`src/rtl/mem_ctrl_pkg.sv`:
```
// Shared encodings and lane helpers for the multicycle-MIPS memory access controller.
package mem_ctrl_pkg;

  localparam logic [1:0] SZ_BYTE = 2'b00;
  localparam logic [1:0] SZ_HALF = 2'b01;
  localparam logic [1:0] SZ_WORD = 2'b10;

  typedef enum logic [1:0] {StIdle, StRead, StWrite, StResp} state_e;

  // Reserved size 2'b11 behaves as a word everywhere.
  function automatic logic is_misaligned(logic [1:0] off, logic [1:0] size);
    case (size)
      SZ_BYTE: return 1'b0;
      SZ_HALF: return off[0];
      default: return off != 2'b00;
    endcase
  endfunction

  function automatic logic [3:0] lane_mask(logic [1:0] off, logic [1:0] size);
    case (size)
      SZ_BYTE: return 4'b0001 << off;
      SZ_HALF: return 4'b0011 << {off[1], 1'b0};
      default: return 4'b1111;
    endcase
  endfunction

  function automatic logic [31:0] lane_replicate(logic [31:0] wdata, logic [1:0] size);
    case (size)
      SZ_BYTE: return {4{wdata[7:0]}};
      SZ_HALF: return {2{wdata[15:0]}};
      default: return wdata;
    endcase
  endfunction

  function automatic logic [31:0] merge_lanes(logic [31:0] old, logic [31:0] wdata,
                                              logic [1:0] off, logic [1:0] size);
    logic [31:0] rep;
    logic [3:0]  mask;
    logic [31:0] res;
    rep  = lane_replicate(wdata, size);
    mask = lane_mask(off, size);
    for (int i = 0; i < 4; i++) begin
      res[8*i +: 8] = mask[i] ? rep[8*i +: 8] : old[8*i +: 8];
    end
    return res;
  endfunction

endpackage

```
`src/rtl/load_extend.sv`:
```
// Selects the addressed byte/half lane of a loaded word and sign- or zero-extends it.
module load_extend
  import mem_ctrl_pkg::*;
(
  input  logic [31:0] word_i,
  input  logic [1:0]  addr_i,
  input  logic [1:0]  size_i,
  input  logic        unsigned_i,
  output logic [31:0] data_o
);

  logic [31:0] shifted;

  always_comb begin
    shifted = word_i >> {addr_i, 3'b000};
    case (size_i)
      SZ_BYTE: data_o = unsigned_i ? {24'h0, shifted[7:0]}
                                   : {{24{shifted[7]}}, shifted[7:0]};
      SZ_HALF: data_o = unsigned_i ? {16'h0, shifted[15:0]}
                                   : {{16{shifted[15]}}, shifted[15:0]};
      default: data_o = word_i;
    endcase
  end

endmodule

```
`src/rtl/mem_access_ctrl.sv`:
```
// Byte/half/word load-store controller driving a single-port word RAM.
// Define MEMCTL_BYTE_STROBE_EN for lane write enables (mem_be) instead of read-modify-write.
module mem_access_ctrl
  import mem_ctrl_pkg::*;
#(
  parameter int unsigned ADDR_W  = 8,
  parameter int unsigned MEM_LAT = 1
) (
  input  logic              clk,
  input  logic              reset_n,
  input  logic              req_valid,
  output logic              req_ready,
  input  logic [31:0]       req_addr,
  input  logic              req_we,
  input  logic [1:0]        req_size,
  input  logic              req_unsigned,
  input  logic [31:0]       req_wdata,
  output logic              resp_valid,
  output logic [31:0]       resp_rdata,
  output logic              resp_misaligned,
  output logic [ADDR_W-1:0] mem_addr,
  output logic              mem_we,
  output logic [31:0]       mem_wdata,
`ifdef MEMCTL_BYTE_STROBE_EN
  output logic [3:0]        mem_be,
`endif
  input  logic [31:0]       mem_rdata
);

  localparam int unsigned CntW = 3;
  localparam logic [CntW-1:0] CntLast = CntW'(MEM_LAT - 1);

  state_e            state_q, state_d;
  logic [ADDR_W+1:0] addr_q, addr_d;
  logic              we_q, we_d;
  logic [1:0]        size_q, size_d;
  logic              uns_q, uns_d;
  logic              mis_q, mis_d;
  logic [31:0]       wdata_q, wdata_d;
  logic [31:0]       rdata_q, rdata_d;
  logic [CntW-1:0]   cnt_q, cnt_d;
  logic [31:0]       ext_data;
  logic              req_mis;
  logic              req_subword;
  logic              unused_addr;

  assign unused_addr = ^req_addr[31:ADDR_W+2];

  load_extend u_load_extend (
    .word_i     (mem_rdata),
    .addr_i     (addr_q[1:0]),
    .size_i     (size_q),
    .unsigned_i (uns_q),
    .data_o     (ext_data)
  );

  always_comb begin
    state_d     = state_q;
    addr_d      = addr_q;
    we_d        = we_q;
    size_d      = size_q;
    uns_d       = uns_q;
    mis_d       = mis_q;
    wdata_d     = wdata_q;
    rdata_d     = rdata_q;
    cnt_d       = cnt_q;
    req_mis     = is_misaligned(req_addr[1:0], req_size);
    req_subword = (req_size == SZ_BYTE) || (req_size == SZ_HALF);

    unique case (state_q)
      StIdle: begin
        if (req_valid) begin
          addr_d  = req_addr[ADDR_W+1:0];
          we_d    = req_we;
          size_d  = req_size;
          uns_d   = req_unsigned;
          mis_d   = req_mis;
          rdata_d = '0;
          cnt_d   = '0;
`ifdef MEMCTL_BYTE_STROBE_EN
          wdata_d = lane_replicate(req_wdata, req_size);
`else
          wdata_d = req_wdata;
`endif
          if (req_mis) begin
            state_d = StResp;
          end else if (!req_we) begin
            state_d = StRead;
          end else if (req_subword) begin
`ifdef MEMCTL_BYTE_STROBE_EN
            state_d = StWrite;
`else
            state_d = StRead;
`endif
          end else begin
            state_d = StWrite;
          end
        end
      end
      StRead: begin
        if (cnt_q == CntLast) begin
          if (we_q) begin
            wdata_d = merge_lanes(mem_rdata, wdata_q, addr_q[1:0], size_q);
            state_d = StWrite;
          end else begin
            rdata_d = ext_data;
            state_d = StResp;
          end
        end else begin
          cnt_d = cnt_q + 1'b1;
        end
      end
      StWrite: state_d = StResp;
      StResp: begin
        rdata_d = '0;
        state_d = StIdle;
      end
      default: state_d = StIdle;
    endcase
  end

  always_ff @(posedge clk or negedge reset_n) begin
    if (!reset_n) begin
      state_q <= StIdle;
      addr_q  <= '0;
      we_q    <= 1'b0;
      size_q  <= SZ_WORD;
      uns_q   <= 1'b0;
      mis_q   <= 1'b0;
      wdata_q <= '0;
      rdata_q <= '0;
      cnt_q   <= '0;
    end else begin
      state_q <= state_d;
      addr_q  <= addr_d;
      we_q    <= we_d;
      size_q  <= size_d;
      uns_q   <= uns_d;
      mis_q   <= mis_d;
      wdata_q <= wdata_d;
      rdata_q <= rdata_d;
      cnt_q   <= cnt_d;
    end
  end

  assign req_ready       = (state_q == StIdle);
  assign resp_valid      = (state_q == StResp);
  assign resp_misaligned = resp_valid & mis_q;
  assign resp_rdata      = rdata_q;
  assign mem_addr        = addr_q[ADDR_W+1:2];
  assign mem_we          = (state_q == StWrite);
  assign mem_wdata       = mem_we ? wdata_q : '0;
`ifdef MEMCTL_BYTE_STROBE_EN
  assign mem_be          = mem_we ? lane_mask(addr_q[1:0], size_q) : 4'b0000;
`endif

endmodule

```
`config.mk`:
```
export PLATFORM = sky130hd
export DESIGN_NAME = mem_access_ctrl
export DESIGN_NICKNAME = d
export VERILOG_FILES = /design/src/rtl/mem_ctrl_pkg.sv /design/src/rtl/load_extend.sv /design/src/rtl/mem_access_ctrl.sv
export SDC_FILE = /design/constraint.sdc
export NUM_CORES = 1
export LEC_CHECK = 0
export ABC_AREA = 1
export BUFFER_PORTS_ARGS = -buffer_cell sky130_fd_sc_hd__buf_2
export CAP_MARGIN = 10
export CORE_AREA = 2 2 119 121
export CTS_BUF_LIST = sky130_fd_sc_hd__clkbuf_4 sky130_fd_sc_hd__clkbuf_8
export CTS_CLUSTER_DIAMETER = 60
export DETAILED_ROUTE_END_ITERATION = 10
export DIE_AREA = 0 0 121 123
export PLACE_DENSITY = 0.63
export SLEW_MARGIN = 20
export SYNTH_ARGS = -nofsm -noshare
export SYNTH_HDL_FRONTEND = slang
export SYNTH_SLANG_ARGS = --single-unit
```
`constraint.sdc`:
```
create_clock -name clk -period 3.45 [get_ports clk]
set_clock_uncertainty 0.15 [all_clocks]
set_input_delay 0.8625 -clock clk [delete_from_list [all_inputs] [get_ports clk]]
set_output_delay 0.8625 -clock clk [all_outputs]
set_load 0.05 [all_outputs]
```
Yosys cells after proc, flatten, opt, wreduce, memory -nomap -nowiden
Cells that the tools add are included.
{"block": "totals", "register_bits": 84, "mem_bits_rw": 0, "romBits": 0, "in_bits": 103, "latchBits": 0, "mem_count": 0, "out_inout_bits": 76}
{"block": "op_classes", "n_div": 0, "add_sub_neg": 1, "bitwise_logic": 1, "n_reduce_logical": 16, "muxes": 32, "eq_ne": 15, "magnitude_cmp": 0, "shifts": 3, "multipliers": 0}
{"operator": "two-way mux 32 bit", "count": 9}
{"operator": "one-hot mux 32 bit (2 select lines)", "count": 3}
{"operator": "one-hot mux 32 bit (3 select lines)", "count": 1}
{"operator": "two-way mux 8 bit", "count": 4}
{"operator": ">> shifter 32 x 5 -> 16 bit", "count": 1}
{"operator": "AND reduction 5 bit", "count": 3}
{"operator": "two-way mux 4 bit", "count": 3}
{"operator": "!= test 2 bit, second input constant", "count": 6}
{"operator": "two-way mux 2 bit", "count": 5}
{"operator": "!= test 4 x 2 -> 1 bit, second input constant", "count": 2}
{"operator": "one-hot mux 2 bit (4 select lines)", "count": 1}
{"operator": "one-hot mux 4 bit (2 select lines)", "count": 1}
{"operator": "== test 2 x 1 -> 1 bit, second input constant", "count": 3}
{"operator": "zero test 2 bit", "count": 3}
{"operator": "two-way mux 3 bit", "count": 2}
{"operator": "one-hot mux 3 bit (2 select lines)", "count": 1}
{"operator": "AND reduction 6 bit", "count": 1}
{"operator": "== test 2 bit, second input constant", "count": 2}
{"operator": "AND reduction 2 bit", "count": 2}
{"operator": "AND reduction 4 bit", "count": 1}
{"operator": "nonzero test 2 bit", "count": 2}
{"operator": "<< shifter 1 x 2 -> 4 bit, first input constant", "count": 1}
{"operator": "<< shifter 2 x 2 -> 4 bit, first input constant", "count": 1}
{"operator": "adder 3 x 1 -> 3 bit, second input constant", "count": 1}
{"operator": "9 further kinds", "count": 9}

Depth between registers and ports, before layout
Gate-level depths: netlist of run 1.
{"block": "logic_depth", "ltp_word": 9, "ltp_mapped": 11, "mapped_depth_nobuf": 9}

By module
From an unflattened synthesis of run 1, not the netlist that was laid out.
{"block": "hier_totals", "hier_cells": 865, "area_unflattened_um2": 5903.2}
{"mod": "mem_access_ctrl", "area_each_um2": 5059.9, "instances": 1, "cells_per_inst": 691, "seq_area_each_um2": 2103.3}
{"mod": "load_extend", "area_each_um2": 843.3, "instances": 1, "cells_per_inst": 174, "seq_area_each_um2": 0.0}

Worst setup path before layout of run 1
No wires, ideal clock.
{"block": "synth_timing", "path_kind": "reg2out", "startpoint": "register state_q[0]", "endpoint": "output port mem_wdata[10]", "slack_ps": 594, "arrival_time_ps": 1844, "stages_incl_launch_ff": 7, "path_cell_list": "dfrtp_1 -> inv_1 -> ha_1 -> clkbuf_1 -> clkbuf_1 -> nand2_1 -> inv_1"}
{"block": "synth_via", "elab_chain_len": 2}
{"element": "start, declared", "line": "mem_access_ctrl.sv:33", "rtl": "state_e state_q, state_d;"}
{"element": "start signal, assigned", "line": "mem_access_ctrl.sv:124", "rtl": "state_q <= StIdle;"}
{"element": "start signal, assigned", "line": "mem_access_ctrl.sv:134", "rtl": "state_q <= state_d;"}
{"element": "== test 2 bit", "line": "mem_access_ctrl.sv:151", "rtl": "assign mem_we = (state_q == StWrite);"}
{"element": "named net mem_we", "line": "mem_access_ctrl.sv:22", "rtl": "output logic mem_we,"}
{"element": "two-way mux 32 bit", "line": "mem_access_ctrl.sv:152", "rtl": "assign mem_wdata = mem_we ? wdata_q : '0;"}
{"element": "end, declared", "line": "mem_access_ctrl.sv:23", "rtl": "output logic [31:0] mem_wdata,"}
The timed path passes the listed nets, and every way through them passes these cells.

Worst setup path after layout of run 1
{"block": "layout_timing", "startpoint": "register state_q[0]", "endpoint": "output port mem_wdata[22]"}
{"block": "layout_via", "elab_chain_len": 2}
{"element": "== test 2 bit", "line": "mem_access_ctrl.sv:151"}
{"element": "two-way mux 32 bit", "line": "mem_access_ctrl.sv:152"}
No other way between the ends.

==> results of run 1 <==
stage by stage:
step / setup slack (ps) / hold slack, ps / instance area [sq um]
floorplan: 594 / 299 / 5370
global placement: 857 / 310 / 6200
detailed placement: 848 / 310 / 6200
CTS: 496 / 334 / 6400
global route: 377 / 346 / 6400
finish: 555 / 329 / 6400
flip-flops by register name (all words and copies together) (netlist names):
name	count
mis_q	1
size_q	2
uns_q	1
resp_rdata	32
state_q	2
cnt_q	3
we_q	1
wdata_q	32
addr_q	10
cells in the mapped netlist (3+ instances only):
library cell / n / area share
inv_1: 109 / 0.076
nand3_1: 50 / 0.047
nand3_2: 3 / 0.0056
ha_1: 6 / 0.014
buf_6: 4 / 0.0084
buf_2: 15 / 0.014
nand4_1: 7 / 0.0082
buf_4: 9 / 0.013
o211ai_1: 3 / 0.0042
o21ai_0: 47 / 0.044
nand2_1: 359 / 0.25
a21oi_1: 26 / 0.024
dfrtp_1: 83 / 0.39
o21ai_1: 5 / 0.0047
nor2_1: 91 / 0.064
clkbuf_1: 17 / 0.012
cell families (layout without fill, tap and decap cells):
logic type | Yosys count | count (layout)
fa+ha+maj | 6 | 6
compound gates | 84 | 84
simple gates | 518 | 518
other cells | 0 | 2
flops | 84 | 84
buf+inv | 159 | 293
cell type report:
type	count	area (sq um)
Clock inverter	2	35.0
Multi-Input combinational cell	608	2580
Tap cell	180	225
Antenna cell	2	5.00
Timing Repair Buffer	165	863
Clock buffer	14	168
Sequential cell	84	2100
Inverter	112	420
Fill cell	1482	7210
worst max-delay path by stage:
| stage | start | endpoint | slack, ps | cells after the start |
|---|---|---|---|---|
| 3_3_place_gp | req_valid | wdata_q[21] | 860 | 8 |
| 6_report | state_q[0] | mem_wdata[22] | 560 | 6 |
| 5_1_grt | state_q[0] | mem_wdata[31] | 380 | 6 |
| 3_5_place_dp | req_valid | wdata_q[19] | 850 | 8 |
| 4_1_cts | state_q[0] | mem_wdata[11] | 500 | 6 |
| 2_1_floorplan | state_q[0] | mem_wdata[10] | 590 | 6 |
power groups by stage:
stage	registers [mW]	logic, mW	clock network [mW]
2_1_floorplan	2.18	3.34	0
3_3_place_gp	1.77	4.64	0
3_5_place_dp	1.78	4.68	0
4_1_cts	1.77	4.69	0.761
5_1_grt	1.82	5.21	0.799
6_report	1.77	4.68	0.739
layer usage:
layer	routed length, microns	track usage
met5	0	0
met2	7230	0.338
met3	1160	0.0540
met4	418	0.0799
met1	7420	0.310
==> flow_metrics.env, run 1 <==
export IMPL_place_inst=1149
export IMPL_synthMuxAreaShare=0
export IMPL_final_common_cell="nand2_1"
export IMPL_cts_hold_buf=0
export IMPL_viasPerCell=4.65
export IMPL_cp_end_kind="primary output"
export IMPL_worst_r2r_startpoint="state_q[1]"
export IMPL_nets=1089
export IMPL_synth_area_sq_um=5370
export IMPL_overflow=0
export IMPL_synth_top_family_by_area="simple AND/OR/NAND/NOR gates"
export IMPL_holdCritPathClass="primary input to async pin"
export IMPL_outcome="finished clean"
export IMPL_critPathBufInv=4
export IMPL_drive_gt1_frac=0.196
export IMPL_fin_cells=1167
export IMPL_grt_pass1_vias=4998
export IMPL_hpwl_mm=12.3
export IMPL_slowest_delay_ps=410
export IMPL_setup_viol=0
export IMPL_seq_power_share=0.246
export IMPL_worstPathRequired_ps=2440
export IMPL_cts_tree="yes"
export IMPL_wire_per_inst_microns=13.9
export IMPL_clkTransAtPathRegs_ps=80
export IMPL_static_leakage_power_nw=4.03
export IMPL_rsz0062_at_grt="no"
export IMPL_routabilityCongestion=0.956
export IMPL_synthXorXnorAreaFrac=0
export IMPL_synth_cell_types=29
export IMPL_cts_root_buffer="clkbuf_8"
export IMPL_cts_sinks=84
export IMPL_ant_nets=0
export IMPL_cp_slowest_cell="dfrtp_1"
export IMPL_finalCritPeriodShare=0.839
export IMPL_core_sq_um=13600
export IMPL_max_freq_ghz=0.345
export IMPL_arrival_ps=1880
export IMPL_pwr_share_clk=0.103
export IMPL_swShare=0.580
export IMPL_vdd_ir_drop_worst_uv=441
export IMPL_yosysSeqAreaShare=0.392
export IMPL_cts_setup_buffers=0
export IMPL_final_core_util=0.471
export IMPL_tns_ps=0
export IMPL_drv_slew=0
export IMPL_critPathLaunchType="register"
export IMPL_async_flop_share=1.00
export IMPL_grt_usage=0.223
export IMPL_vias=5430
export IMPL_powerDensity_nw_per_um2=1120
export IMPL_cts_resized=0
export IMPL_clkLatencyLatePin_ps=380
export IMPL_dieHeight_microns=123
export IMPL_clockBufferDepth=2
export IMPL_synth_edf_count=0
export IMPL_cp_top_family="buffers and inverters"
export IMPL_post_route_drc_count=0
export IMPL_port_buffers=156
export IMPL_numCtsBuffers=9
export IMPL_path_class="register to primary output"
export IMPL_final_cell_mix="359 x nand2_1, 155 x buf_2, 109 x inv_1, 91 x nor2_1, 83 x dfrtp_1"
export IMPL_grt_max_degree=44
export IMPL_htreeDepth=3
export IMPL_first_pass_iters=5
export IMPL_start_util=0.394
export IMPL_crit_chain="inv_1, ha_1, buf_4, nand2_1, inv_1, buf_2"
export IMPL_crit_fanout=32
export IMPL_syn_nets=960
export IMPL_synth_compound_area_frac=0.0825
export IMPL_crit_top_cell="inv_1"
export IMPL_drtIter0Drc=441
export IMPL_syn_area_per_cell_sq_um=6.31
export IMPL_ios=179
export IMPL_reg2reg_depth=9
export IMPL_grt_pass1_wl_mm=25.6
export IMPL_area_growth_syn_to_layout_pct=19.3
export IMPL_synth_fa_ha_area_frac=0.0140
export IMPL_yosysWarnings=0
export IMPL_syn_inst=851
export IMPL_reg2reg_to="resp_rdata[7]"
export IMPL_worst_pin_slew_ps=960
export IMPL_fp_dieW_microns=121
export IMPL_intPower_mw=3.02
export IMPL_r2r_setup_slack_ps=1010
export IMPL_routed_wl_mm=16.2
export IMPL_total_power_mw=7.19
export IMPL_synth_seq_cells=84
export IMPL_net_switching_power_mw=4.17
export IMPL_comb_power_share=0.651
export IMPL_rows=43
export IMPL_fin_crit_ps=2890
export IMPL_max_slew_margin_rel=0.358
export IMPL_ys_flop_type="dfrtp_1"
export IMPL_die_area_sq_um=14900
export IMPL_hold_viol=0
export IMPL_antenna_found_initial=1
export IMPL_synthSimpleGateAreaFrac=0.385
export IMPL_cap_violations=0
(Power assumes the default switching activity.)
==> inputs of run 2 (changes only) <==
clock period = 2.8 ns   (was 3.45 ns; I/O delays follow)
==> run 2 against run 1 <==
Global-route usage fell by 0.26 points. Sequential cell count did not move. Via count rose by 1.6%. Non-clock buffer count rose by 4. Largest cell class unchanged. Largest power group unchanged. Highest routed layer unchanged.
==> flow_metrics.env, run 2 (same netlist as run 1, synthesis figures left out) <==
export IMPL_final_common_cell="nand2_1"
export IMPL_vias=5519
export IMPL_max_freq_ghz=0.384
export IMPL_design_area_sq_um=6440
export IMPL_clkTransAtPathRegs_ps=80
export IMPL_cts_root_buffer="clkbuf_8"
export IMPL_area_growth_syn_to_layout_pct=20.1
export IMPL_holdCritPathClass="primary input to async pin"
export IMPL_vdd_ir_drop_worst_uv=605
export IMPL_final_cell_mix="359 x nand2_1, 155 x buf_2, 109 x inv_1, 91 x nor2_1, 83 x dfrtp_1"
export IMPL_drtIter0Drc=408
export IMPL_fp_dieW_microns=121
export IMPL_first_pass_iters=5
export IMPL_tns_ps=0
export IMPL_port_buffers=156
export IMPL_overflow=0
export IMPL_fin_crit_ps=2610
export IMPL_critPathBufInv=4
export IMPL_m1WireLength_mm=7.61
export IMPL_finalCritPeriodShare=0.931
export IMPL_route_met3_wl_mm=1.08
export IMPL_post_route_drc_count=0
export IMPL_nFillCells=1507
export IMPL_cts_sinks=84
export IMPL_fin_ws_ps=194
export IMPL_static_leakage_power_nw=4.05
export IMPL_routed_wl_mm=16.2
export IMPL_path_class="register to primary output"
export IMPL_cp_top_family="buffers and inverters"
export IMPL_place_inst=1153
export IMPL_worstPathRequired_ps=1950
export IMPL_arrival_ps=1760
export IMPL_fin_cells=1170
export IMPL_drive_gt1_frac=0.199
export IMPL_start_util=0.394
export IMPL_hold_viol=0
export IMPL_crit_top_cell="inv_1"
export IMPL_grt_max_degree=46
export IMPL_viasPerCell=4.72
export IMPL_die_area_sq_um=14900
export IMPL_drv_slew=0
export IMPL_wire_per_inst_microns=13.9
export IMPL_dieHeight_microns=123
export IMPL_final_core_util=0.473
export IMPL_highest_layer="met4"
export IMPL_cp_end_kind="primary output"
export IMPL_powerDensity_nw_per_um2=1390
export IMPL_rows=43
export IMPL_cts_hold_buf=0
export IMPL_post_dp_cell_area_sq_um=6230
export IMPL_htreeDepth=3
export IMPL_rsz0062_at_grt="no"
export IMPL_numCtsBuffers=9
export IMPL_clkLatencyLatePin_ps=370
export IMPL_max_slew_margin_rel=0.631
export IMPL_crit_fanout=33
export IMPL_ios=179
export IMPL_clockBufferDepth=2
export IMPL_hpwl_mm=12.4
export IMPL_place_ws_ps=384
export IMPL_cts_tree="yes"
export IMPL_critPathLaunchType="register"
export IMPL_grt_usage=0.220
export IMPL_ant_nets=0
export IMPL_slowest_delay_ps=410
export IMPL_grt_pass1_vias=4963
export IMPL_routabilityCongestion=0.952
export IMPL_antenna_found_initial=1
export IMPL_setup_viol=0
export IMPL_core_sq_um=13600
export IMPL_route_met2_wl_mm=7.03
export IMPL_cp_slowest_cell="dfrtp_1"
export IMPL_nets=1093
export IMPL_grt_pass1_wl_mm=25.3
export IMPL_cap_violations=0
export IMPL_crit_chain="inv_1, ha_1, buf_6, nand2_1, inv_1, buf_2"
export IMPL_outcome="finished clean"
export IMPL_cts_setup_buffers=0
export IMPL_worst_pin_slew_ps=554
==> run 2: changes by cell type in the layout (fill, tap and decap cells not counted) <==
cell and change:
clkbuf_8 +1, clkinv_2 -1, buf_4 +3, buf_6 +1, diode_2 -1
==> run 2: final cells by class <==
cell class	instances	area, sq um	share of cell area
diodes	1	2.50	0.000388
clock buffers	15	181	0.0281
clock inverters	1	30.0	0.00466
inverters	112	420	0.0652
multi-input cells	608	2580	0.401
flip-flops and latches	84	2100	0.326
well taps	180	225	0.0349
repair buffers	169	897	0.139
==> run 2: metal layers <==
layer  up-vias  global-route usage
li1       2842                   -
met1      2427               0.315
met2       217               0.324
met3        33              0.0420
met4         0              0.0974
met5         -                   0
==> run 2: power breakdown <==
group	switching (mW)	internal [mW]
clock	0.436	0.502
combinational	4.29	1.52
sequential	0.422	1.77
total	5.15	3.79
==> run 2: per-stage QoR <==
stage	power [mW]	hold slack, ps
3_5_place_dp	8.01	310
4_1_cts	8.96	173
6_report	8.94	153
2_1_floorplan	6.80	254
3_3_place_gp	7.96	310
5_1_grt	9.71	192
==> run 2: what timing repair did <==
item | in CTS | in global routing
hold endpoints to repair | 0 | 0
resized for setup | 0 | 1
setup endpoints to repair | 0 | 15
==> run 2: final timing paths <==
| path | start | endpoint | slack, ps | cells after the start |
|---|---|---|---|---|
| max reg2reg | state_q[1] | wdata_q[19] | 380 | 9 |
| min | reset_n | wdata_q[17] | 150 | 1 |
| max | state_q[0] | mem_wdata[21] | 190 | 6 |
| max in group asynchronous | reset_n | size_q[1] | 1660 | 2 |
| min in group clk | resp_rdata[7] | resp_rdata[7] | 320 | 2 |
| min reg2reg | resp_rdata[7] | resp_rdata[7] | 320 | 2 |
==> inputs of run 3 (changes only) <==
CORE_AREA = 2 2 118 120   (was 2 2 119 121)
DIE_AREA = 0 0 120 122   (was 0 0 121 123)
PLACE_DENSITY = 0.64   (was 0.63)
==> run 3 against run 2 <==
Worst hold slack got worse by 9.8 ps. Power rose by 1.5%. First-iteration DRC count fell by 1.5%. Non-clock buffer count fell by 1. Critical path depth did not move. Largest cell class unchanged.
==> flow_metrics.env, run 3 (same netlist as run 1, synthesis figures left out) <==
export IMPL_vias=5442
export IMPL_ant_nets=0
export IMPL_arrival_ps=1770
export IMPL_fin_crit_ps=2620
export IMPL_outcome="finished clean"
export IMPL_cp_slowest_cell="dfrtp_1"
export IMPL_cts_resized=0
export IMPL_worst_pin_slew_ps=552
export IMPL_drv_slew=0
export IMPL_critPathBufInv=4
export IMPL_cp_end_kind="primary output"
export IMPL_crit_top_cell="inv_1"
export IMPL_tns_ps=0
export IMPL_powerDensity_nw_per_um2=1400
export IMPL_die_area_sq_um=14600
export IMPL_final_cell_mix="359 x nand2_1, 155 x buf_2, 109 x inv_1, 91 x nor2_1, 83 x dfrtp_1"
export IMPL_timing_hold_ws_ps=144
export IMPL_place_inst=1152
export IMPL_grt_max_degree=46
export IMPL_antenna_found_initial=2
export IMPL_fin_ws_ps=181
export IMPL_start_util=0.397
export IMPL_area_growth_syn_to_layout_pct=20.6
export IMPL_final_common_cell="nand2_1"
export IMPL_hold_viol=0
export IMPL_path_class="register to primary output"
export IMPL_cts_hold_buf=0
export IMPL_grt_pass1_wl_mm=25.3
export IMPL_place_ws_ps=383
export IMPL_htreeDepth=3
export IMPL_worstPathRequired_ps=1950
export IMPL_reg2reg_depth=9
export IMPL_cts_root_buffer="clkbuf_8"
export IMPL_dieHeight_microns=122
export IMPL_hpwl_mm=12.3
export IMPL_routabilityCongestion=0.951
export IMPL_grt_pass1_vias=4988
export IMPL_core_sq_um=13500
export IMPL_holdCritPathClass="primary input to async pin"
export IMPL_max_slew_margin_rel=0.632
export IMPL_slowest_delay_ps=410
export IMPL_critPathLaunchType="register"
export IMPL_fin_cells=1169
export IMPL_drtIter0Drc=402
export IMPL_clkTransAtPathRegs_ps=80
export IMPL_viasPerCell=4.66
export IMPL_routed_wl_mm=16.1
export IMPL_max_freq_ghz=0.382
export IMPL_vdd_ir_drop_worst_uv=672
export IMPL_nets=1092
export IMPL_rsz0062_at_grt="no"
export IMPL_cts_sinks=84
export IMPL_post_route_drc_count=0
export IMPL_cts_tree="yes"
export IMPL_rows=43
export IMPL_numCtsBuffers=9
export IMPL_crit_chain="inv_1, ha_1, buf_6, nand2_1, inv_1, buf_2"
export IMPL_port_buffers=156
export IMPL_crit_fanout=33
export IMPL_cp_top_family="buffers and inverters"
export IMPL_overflow=0
export IMPL_cap_violations=0
export IMPL_cp_num_cells=6
export IMPL_cts_setup_buffers=0
export IMPL_first_pass_iters=5
export IMPL_clkLatencyLatePin_ps=380
export IMPL_grt_usage=0.224
export IMPL_drive_gt1_frac=0.198
export IMPL_clockBufferDepth=2
export IMPL_setup_viol=0
export IMPL_finalCritPeriodShare=0.935
export IMPL_ios=179
export IMPL_post_dp_cell_area_sq_um=6220
export IMPL_wire_per_inst_microns=13.8
export IMPL_fp_dieW_microns=120
export IMPL_design_area_sq_um=6470
export IMPL_static_leakage_power_nw=4.06
[run 3: cell count changes in the layout (fill, tap and decap cells not counted)]
cell and change:
clkbuf_8 -1, clkinv_4 +1, buf_4 -1, clkinvlp_4 +1, bufinv_16 +2, clkinv_2 +1
clkbuf_4 -4
[run 3: final timing paths]
kind | slack (ps) | to | start
min in group clk | 330 | addr_q[6] | addr_q[6]
worst min register to register | 330 | addr_q[6] | addr_q[6]
max in group asynchronous | 1680 | size_q[1] | reset_n
worst max-delay path | 180 | mem_wdata[14] | state_q[0]
worst min-delay path | 140 | wdata_q[16] | reset_n
worst max register to register | 340 | wdata_q[22] | state_q[1]
[run 3: final cells by class]
cell class / count / area, sq um
fillers: 1437 / 7030
multi-input cells: 608 / 2580
flip-flops and latches: 84 / 2100
repair buffers: 168 / 890
inverters: 112 / 420
well taps: 180 / 225
clock buffers: 10 / 138
clock inverters: 6 / 111
diodes: 1 / 2.50
[run 3: report_power, final]
group	leakage, nW	internal [mW]	total (mW)	switching [mW]
logic	2.88	1.51	5.82	4.31
clock network	0.122	0.616	1.08	0.462
registers	1.06	1.77	2.18	0.407
total	4.06	3.90	9.07	5.18
[run 3: routing by layer]
layer  routed length (microns)  GRT usage  part of all wire
met3                      1090     0.0524             0.068
met1                      7480      0.309              0.47
met2                      7180      0.347              0.45
met5                        13          0           0.00081
met4                       305     0.0772             0.019
[run 3: per-stage QoR]
step           power (mW)  utilization
2_1_floorplan        6.80            -
3_3_place_gp         7.94        0.461
3_5_place_dp         8.00        0.461
4_1_cts              9.11        0.479
5_1_grt              9.85        0.479
6_report             9.07        0.479
